File: config.mk
export PLATFORM = sky130hd
export DESIGN_NAME = midi_voice_alloc
export DESIGN_NICKNAME = d
export VERILOG_FILES = /design/src/rtl/vita_midi_pkg.sv /design/src/rtl/midi_voice_alloc_voice_pick.sv /design/src/rtl/midi_voice_alloc.sv
export SDC_FILE = /design/constraint.sdc
export NUM_CORES = 1
export LEC_CHECK = 0
export CORE_MARGIN = 2
export CORE_UTILIZATION = 40
export CTS_CLUSTER_SIZE = 14
export DETAILED_ROUTE_END_ITERATION = 12
export PLACE_DENSITY_LB_ADDON = 0.25
export SLEW_MARGIN = 10
export SYNTH_ARGS = -nofsm -noshare
export SYNTH_HDL_FRONTEND = slang
export SYNTH_SLANG_ARGS = --single-unit
File: constraint.sdc
create_clock -name clk -period 4.82 [get_ports clk]
set_input_delay 1.205 -clock clk [delete_from_list [all_inputs] [get_ports clk]]
set_output_delay 1.205 -clock clk [all_outputs]
set_load 0.005 [all_outputs]
File: src/rtl/vita_midi_pkg.sv
// Shared MIDI constants and message decoding for the voice allocator slice.
// The optional sustain pedal is built only when SUSTAIN_PEDAL_EN is defined.
package vita_midi_pkg;

  localparam logic [3:0] NOTE_OFF         = 4'h8;
  localparam logic [3:0] NOTE_ON          = 4'h9;
  localparam logic [3:0] CTRL_CHANGE      = 4'hB;
  localparam logic [6:0] CC_SUSTAIN       = 7'd64;
  localparam logic [6:0] CC_ALL_NOTES_OFF = 7'd123;

  localparam int         AGE_W   = 3;
  localparam logic [2:0] AGE_MAX = 3'd7;

  typedef enum logic [2:0] {
    ACT_NONE,
    ACT_NOTE_ON,
    ACT_NOTE_OFF,
    ACT_ALL_OFF,
    ACT_SUS_ON,
    ACT_SUS_OFF
  } msg_act_e;

  // A note-on with zero velocity is a note-off; the pedal is "down" at value 64 and above.
  function automatic msg_act_e decode_msg(input logic [3:0] cm, input logic [6:0] num,
                                          input logic [6:0] val);
    msg_act_e act;
    act = ACT_NONE;
    case (cm)
      NOTE_ON:     act = (val != 7'd0) ? ACT_NOTE_ON : ACT_NOTE_OFF;
      NOTE_OFF:    act = ACT_NOTE_OFF;
      CTRL_CHANGE: begin
        if (num == CC_ALL_NOTES_OFF) begin
          act = ACT_ALL_OFF;
        end else if (num == CC_SUSTAIN) begin
          act = val[6] ? ACT_SUS_ON : ACT_SUS_OFF;
        end else begin
          act = ACT_NONE;
        end
      end
      default:     act = ACT_NONE;
    endcase
    return act;
  endfunction

endpackage

File: src/rtl/midi_voice_alloc_voice_pick.sv
// Combinational voice search: lowest-index free voice and oldest voice
// (ties resolve to the lowest index).
module voice_pick
  import vita_midi_pkg::*;
#(
  parameter int VOICES = 4
) (
  input  logic [VOICES-1:0]       gate,
  input  logic [AGE_W*VOICES-1:0] ages,
  output logic [2:0]              free_idx,
  output logic                    free_valid,
  output logic [2:0]              oldest_idx
);

  logic [AGE_W-1:0] best_age_s;
  logic             older_s;

  // Descending scan leaves the lowest free index; strict compare keeps ties on the lower index
  always_comb begin
    free_idx   = 3'd0;
    free_valid = 1'b0;
    oldest_idx = 3'd0;
    best_age_s = ages[AGE_W-1:0];
    older_s    = 1'b0;
    for (int i = VOICES - 1; i >= 0; i--) begin
      free_idx   = gate[i] ? free_idx : 3'(i);
      free_valid = free_valid | ~gate[i];
    end
    for (int i = 1; i < VOICES; i++) begin
      older_s    = ages[AGE_W*i +: AGE_W] > best_age_s;
      oldest_idx = older_s ? 3'(i) : oldest_idx;
      best_age_s = older_s ? ages[AGE_W*i +: AGE_W] : best_age_s;
    end
  end

endmodule

File: src/rtl/midi_voice_alloc.sv
// Polyphonic MIDI voice allocator with retrigger, oldest-voice stealing and all-notes-off.
// Optional sustain pedal (CC64) is enabled by defining SUSTAIN_PEDAL_EN.
module midi_voice_alloc
  import vita_midi_pkg::*;
#(
  parameter int         VOICES    = 4,
  parameter logic [3:0] DRUM_CHAN = 4'd9
) (
  input  logic                  clk,
  input  logic                  rst_n,
  input  logic                  msg_stb,
  input  logic [3:0]            ch_message,
  input  logic [3:0]            chan,
  input  logic [6:0]            note,
  input  logic [6:0]            velocity,
  output logic [VOICES-1:0]     gate,
  output logic [VOICES-1:0]     trig,
  output logic [7*VOICES-1:0]   voice_note,
  output logic [7*VOICES-1:0]   voice_vel,
  output logic                  steal
);

  logic [VOICES-1:0]       gate_r, trig_r, gate_s, trig_s, match_s, busy_s;
  logic [7*VOICES-1:0]     note_r, vel_r, note_s, vel_s;
  logic [AGE_W*VOICES-1:0] ages_r, ages_s;
  logic                    steal_r, steal_s, hit_s, free_valid_s;
  logic [2:0]              hit_idx_s, tgt_idx_s, free_idx_s, oldest_idx_s;
  msg_act_e                act_s;
`ifdef SUSTAIN_PEDAL_EN
  logic [VOICES-1:0]       held_r, held_s;
  logic                    pedal_r, pedal_s;

  assign busy_s = gate_r | held_r;
`else
  assign busy_s = gate_r;
`endif

  voice_pick #(.VOICES(VOICES)) u_pick (
    .gate       (busy_s),
    .ages       (ages_r),
    .free_idx   (free_idx_s),
    .free_valid (free_valid_s),
    .oldest_idx (oldest_idx_s)
  );

  // Decode the message and choose the target voice: sounding match, else free, else oldest
  always_comb begin
    act_s     = (msg_stb && (chan != DRUM_CHAN)) ? decode_msg(ch_message, note, velocity) : ACT_NONE;
    match_s   = '0;
    hit_s     = 1'b0;
    hit_idx_s = 3'd0;
    for (int i = VOICES - 1; i >= 0; i--) begin
      match_s[i] = gate_r[i] && (note_r[7*i +: 7] == note);
      hit_idx_s  = match_s[i] ? 3'(i) : hit_idx_s;
      hit_s      = hit_s | match_s[i];
    end
    tgt_idx_s = hit_s ? hit_idx_s : (free_valid_s ? free_idx_s : oldest_idx_s);
  end

  // Next-state of every voice; trig and steal default low so they pulse for one cycle
  always_comb begin
    gate_s  = gate_r;
    trig_s  = '0;
    steal_s = 1'b0;
    note_s  = note_r;
    vel_s   = vel_r;
    ages_s  = ages_r;
`ifdef SUSTAIN_PEDAL_EN
    held_s  = held_r;
    pedal_s = pedal_r;
`endif
    case (act_s)
      ACT_NOTE_ON: begin
        steal_s = ~hit_s & ~free_valid_s;
        for (int i = 0; i < VOICES; i++) begin
          if (3'(i) == tgt_idx_s) begin
            note_s[7*i +: 7]         = note;
            vel_s[7*i +: 7]          = velocity;
            gate_s[i]                = 1'b1;
            trig_s[i]                = 1'b1;
            ages_s[AGE_W*i +: AGE_W] = 3'd0;
`ifdef SUSTAIN_PEDAL_EN
            held_s[i]                = 1'b0;
`endif
          end else if (ages_r[AGE_W*i +: AGE_W] != AGE_MAX) begin
            ages_s[AGE_W*i +: AGE_W] = ages_r[AGE_W*i +: AGE_W] + 3'd1;
          end else begin
            ages_s[AGE_W*i +: AGE_W] = AGE_MAX;
          end
        end
      end
      ACT_NOTE_OFF: begin
        for (int i = 0; i < VOICES; i++) begin
          if (match_s[i]) begin
`ifdef SUSTAIN_PEDAL_EN
            if (pedal_r) begin
              held_s[i] = 1'b1;
            end else begin
              gate_s[i] = 1'b0;
            end
`else
            gate_s[i] = 1'b0;
`endif
          end else begin
            gate_s[i] = gate_r[i];
          end
        end
      end
      ACT_ALL_OFF: begin
        gate_s = '0;
`ifdef SUSTAIN_PEDAL_EN
        held_s = '0;
`endif
      end
`ifdef SUSTAIN_PEDAL_EN
      ACT_SUS_ON:  pedal_s = 1'b1;
      ACT_SUS_OFF: begin
        pedal_s = 1'b0;
        gate_s  = gate_r & ~held_r;
        held_s  = '0;
      end
`endif
      default: begin
        gate_s = gate_r;
      end
    endcase
  end

  // State register; reset leaves voice i with age i so voice 0 is the youngest
  always_ff @(posedge clk) begin
    if (!rst_n) begin
      gate_r  <= '0;
      trig_r  <= '0;
      steal_r <= 1'b0;
      note_r  <= '0;
      vel_r   <= '0;
      for (int i = 0; i < VOICES; i++) begin
        ages_r[AGE_W*i +: AGE_W] <= 3'(i);
      end
`ifdef SUSTAIN_PEDAL_EN
      held_r  <= '0;
      pedal_r <= 1'b0;
`endif
    end else begin
      gate_r  <= gate_s;
      trig_r  <= trig_s;
      steal_r <= steal_s;
      note_r  <= note_s;
      vel_r   <= vel_s;
      ages_r  <= ages_s;
`ifdef SUSTAIN_PEDAL_EN
      held_r  <= held_s;
      pedal_r <= pedal_s;
`endif
    end
  end

  assign gate       = gate_r;
  assign trig       = trig_r;
  assign steal      = steal_r;
  assign voice_note = note_r;
  assign voice_vel  = vel_r;

endmodule
==> out/results.ini <==
[placement]
hpwl_um=7160
io_buffers=89
dp_slack_ns=0.453
place_area_um2=4730
place.gp.congestion=0.853

[sta]
relSlewSlack_pct=39.0
tightestPinTransition_ns=0.915
setup_ws_ns=0.500
fin_crit_ns=4.32
fmax_ghz=0.231
finalSetupTns_ns=0
setup_violations=0
rsz0062_at_grt=no
post-route-period-util_pct=89.6
finalMaxSlewViolations=0
hold_viol=0
skew_ns=0.00832

[setup_path]
r2r_cells=19
cp-startpoint=ages_r[3]$_SDFFE_PN1N_
timing.rr.start=ages_r[3]$_SDFFE_PN1N_
reg2reg_slack_ns=0.50
cp.arrival_ns=4.60
reg2reg_to=voice_vel[8]$_SDFFE_PN0P_
critPathLaunchType=flip-flop
cp_max_fo=10
endpoint_kind=flip-flop
path_class=reg2reg
cp.required_ns=5.10

[yosys]
synthCells=425
synth_area_leaders=dfxtp_1 41%, mux2i_1 15%, nand2_1 8.3%
synth.most_common_cell=nand2_1
syn_area_um2=3790
synth_seq_cells=77
ys_seq_area_share_pct=40.7
synth_edf_count=0
synth_cell_types=48
ys.flop_type=dfxtp_1
syn_nets=463
syn_area_per_cell_um2=8.91
synth.top_cell.area_share_pct=40.7
synth_common_cells=84 x nand2_1, 77 x dfxtp_1, 56 x mux2i_1
synth_area_leader_cell=dfxtp_1
synthArstFlopShare_pct=0
yosysWarningCount=0

[clock_tree]
cts_root_buf=clkbuf_8
cts_tree=built
cts_made_buffers=9
cts-htree-levels=3
cts_num_sinks=77
ctsHoldBuffers=0
clk_path_buf_depth=2
path_clk_slew_ns=0.08
clk_latency_ns=0.35

[floorplanning]
core_um2=9200
start_util_pct=41.2
io_pins=90
placementRows=35
die_y_um=101
die_area_um2=10300
die_w_um=101

[route]
wl_per_cell_um=15.5
drt-initial-drc-count=110
wirelength_um=9670
first_pass_iters=4
num_vias=3207
ant_nets=0
avgViaCountPerCell=5.16
drc_errors=0

[final_layout]
drive_gt1_share_pct=6.65
fillers=864
design_area_um2=4970
final_nets=545
multi_input_area_um2=2050
ff_latch_area_um2=1540
area_growth_pct=31.3
n_antenna_cell=0

[hold_path]
hold_depth=2
min_from=voice_vel[17]$_SDFFE_PN0P_
hold_class=reg2reg
min_to=voice_vel[17]$_SDFFE_PN0P_

[status]
outcome=completed

[grt]
use_met2_pct=33.0
grt_max_degree=53
use_met3_pct=4.62
top_usage_layer=met2
grt_overflow=0
track_usage_pct=19.9
use_met1_pct=25.0
antenna_found_initial=0
grt_pass1_vias=3227
grt_pass1_wl_um=16000

[power_and_ir_drop]
ir_worst_vdd_mv=0.180
power_density_nw_per_um2=261
p_leak_nw=1.84

[job]
drv_cap=0

[through the flow]
stage	instances	power [mW]	hold slack [ns]	utilization, %
after global routing	622	1.35	0.481	54.1
after CTS	622	1.31	0.463	54.0
final	622	1.30	0.464	54.1
after detailed placement	607	0.727	0.452	51.4
after global placement	607	0.726	0.444	51.4
after floorplan	425	0.696	0.451	-
[metal layers]
metal  share of wire, %  wire length [µm]
met3                5.3               513
met2                 48              4690
met1                 44              4290
met4                1.8               178
met5                  0                 0
[repair_timing]
item | CTS | global route
buffers inserted | 0 | 0
setup endpoints to repair | 0 | 1
resized for setup | 0 | 1
[cells by family after synthesis]
group | after synthesis | share of synthesized area [%]
and+or+nand+nor | 151 | 18.3
DFF | 77 | 40.7
AOI/OAI and AO/OA | 58 | 9.85
muxes | 56 | 14.8
buffers and inverters | 42 | 5.52
xor gates and xnor gates | 28 | 6.48
adders and majority gates | 13 | 4.30
[how the worst max path moves through the flow]
stage / slack, ns / cells after the start / to
finish: 0.50 / 19 / voice_vel[8]$_SDFFE_PN0P_
global route: 0.14 / 18 / voice_vel[8]$_SDFFE_PN0P_
CTS: 0.47 / 20 / voice_vel[21]$_SDFFE_PN0P_
detailed placement: 0.45 / 7 / voice_note[1]$_SDFFE_PN0P_
global placement: 0.46 / 7 / voice_note[1]$_SDFFE_PN0P_
floorplan: 0.68 / 20 / voice_note[13]$_SDFFE_PN0P_
[layout by cell type (no fill, tap or decap), types with 3 or more instances in the layout]
| cell type | count |
|---|---|
| nor2_1 | 26 |
| inv_1 | 15 |
| o21a_1 | 6 |
| nand4_1 | 7 |
| and3_1 | 3 |
| bufinv_16 | 3 |
| clkbuf_8 | 9 |
| o311ai_0 | 4 |
| ha_1 | 13 |
| o31ai_1 | 3 |
| nor4_1 | 3 |
| mux2i_1 | 56 |
| nand2_1 | 84 |
| and2_1 | 3 |
| buf_4 | 9 |
| a21oi_1 | 16 |
| nand3_1 | 6 |
| xor2_1 | 6 |
| clkdlybuf4s50_1 | 88 |
| dfxtp_1 | 77 |
| xnor2_1 | 22 |
| o21ai_0 | 14 |
[power by group]
part	leakage [nW]	switching (mW)	internal, mW
Combinational	1.10	0.0415	0.0335
Clock	0.119	0.242	0.342
Sequential	0.620	0.000721	0.636
Total	1.84	0.284	1.01
[worst max-delay path, stage by stage, from the launching register on]
cell	delay, ns
dfxtp_1	0.39
inv_1	0.08
ha_1	0.27
and3_1	0.17
a21oi_1	0.28
nor2_1	0.07
a21oi_1	0.18
ha_1	0.28
nand3_1	0.08
a21bo_2	0.24
nand2_1	0.06
o21ai_0	0.07
ha_1	0.30
a211o_1	0.30
and2_1	0.16
o31a_1	0.26
o31ai_1	0.34
nor2b_2	0.24
buf_4	0.25
mux2i_1	0.20
[area by class of cell]
type / instances / area share [%]
clock inverter: 6 / 2.26
timing repair buffer: 98 / 19.2
inverter: 15 / 1.13
tap: 111 / 2.79
sequential: 77 / 31.0
clock buffer: 9 / 2.49
multi-input combinational: 306 / 41.1
[state kept, by name, indices dropped and copies added (netlist names)]
register / flops
voice_vel: 28
trig: 4
gate: 4
steal: 1
ages_r: 12
voice_note: 28
Note: power is estimated with default switching activity, not from simulation.
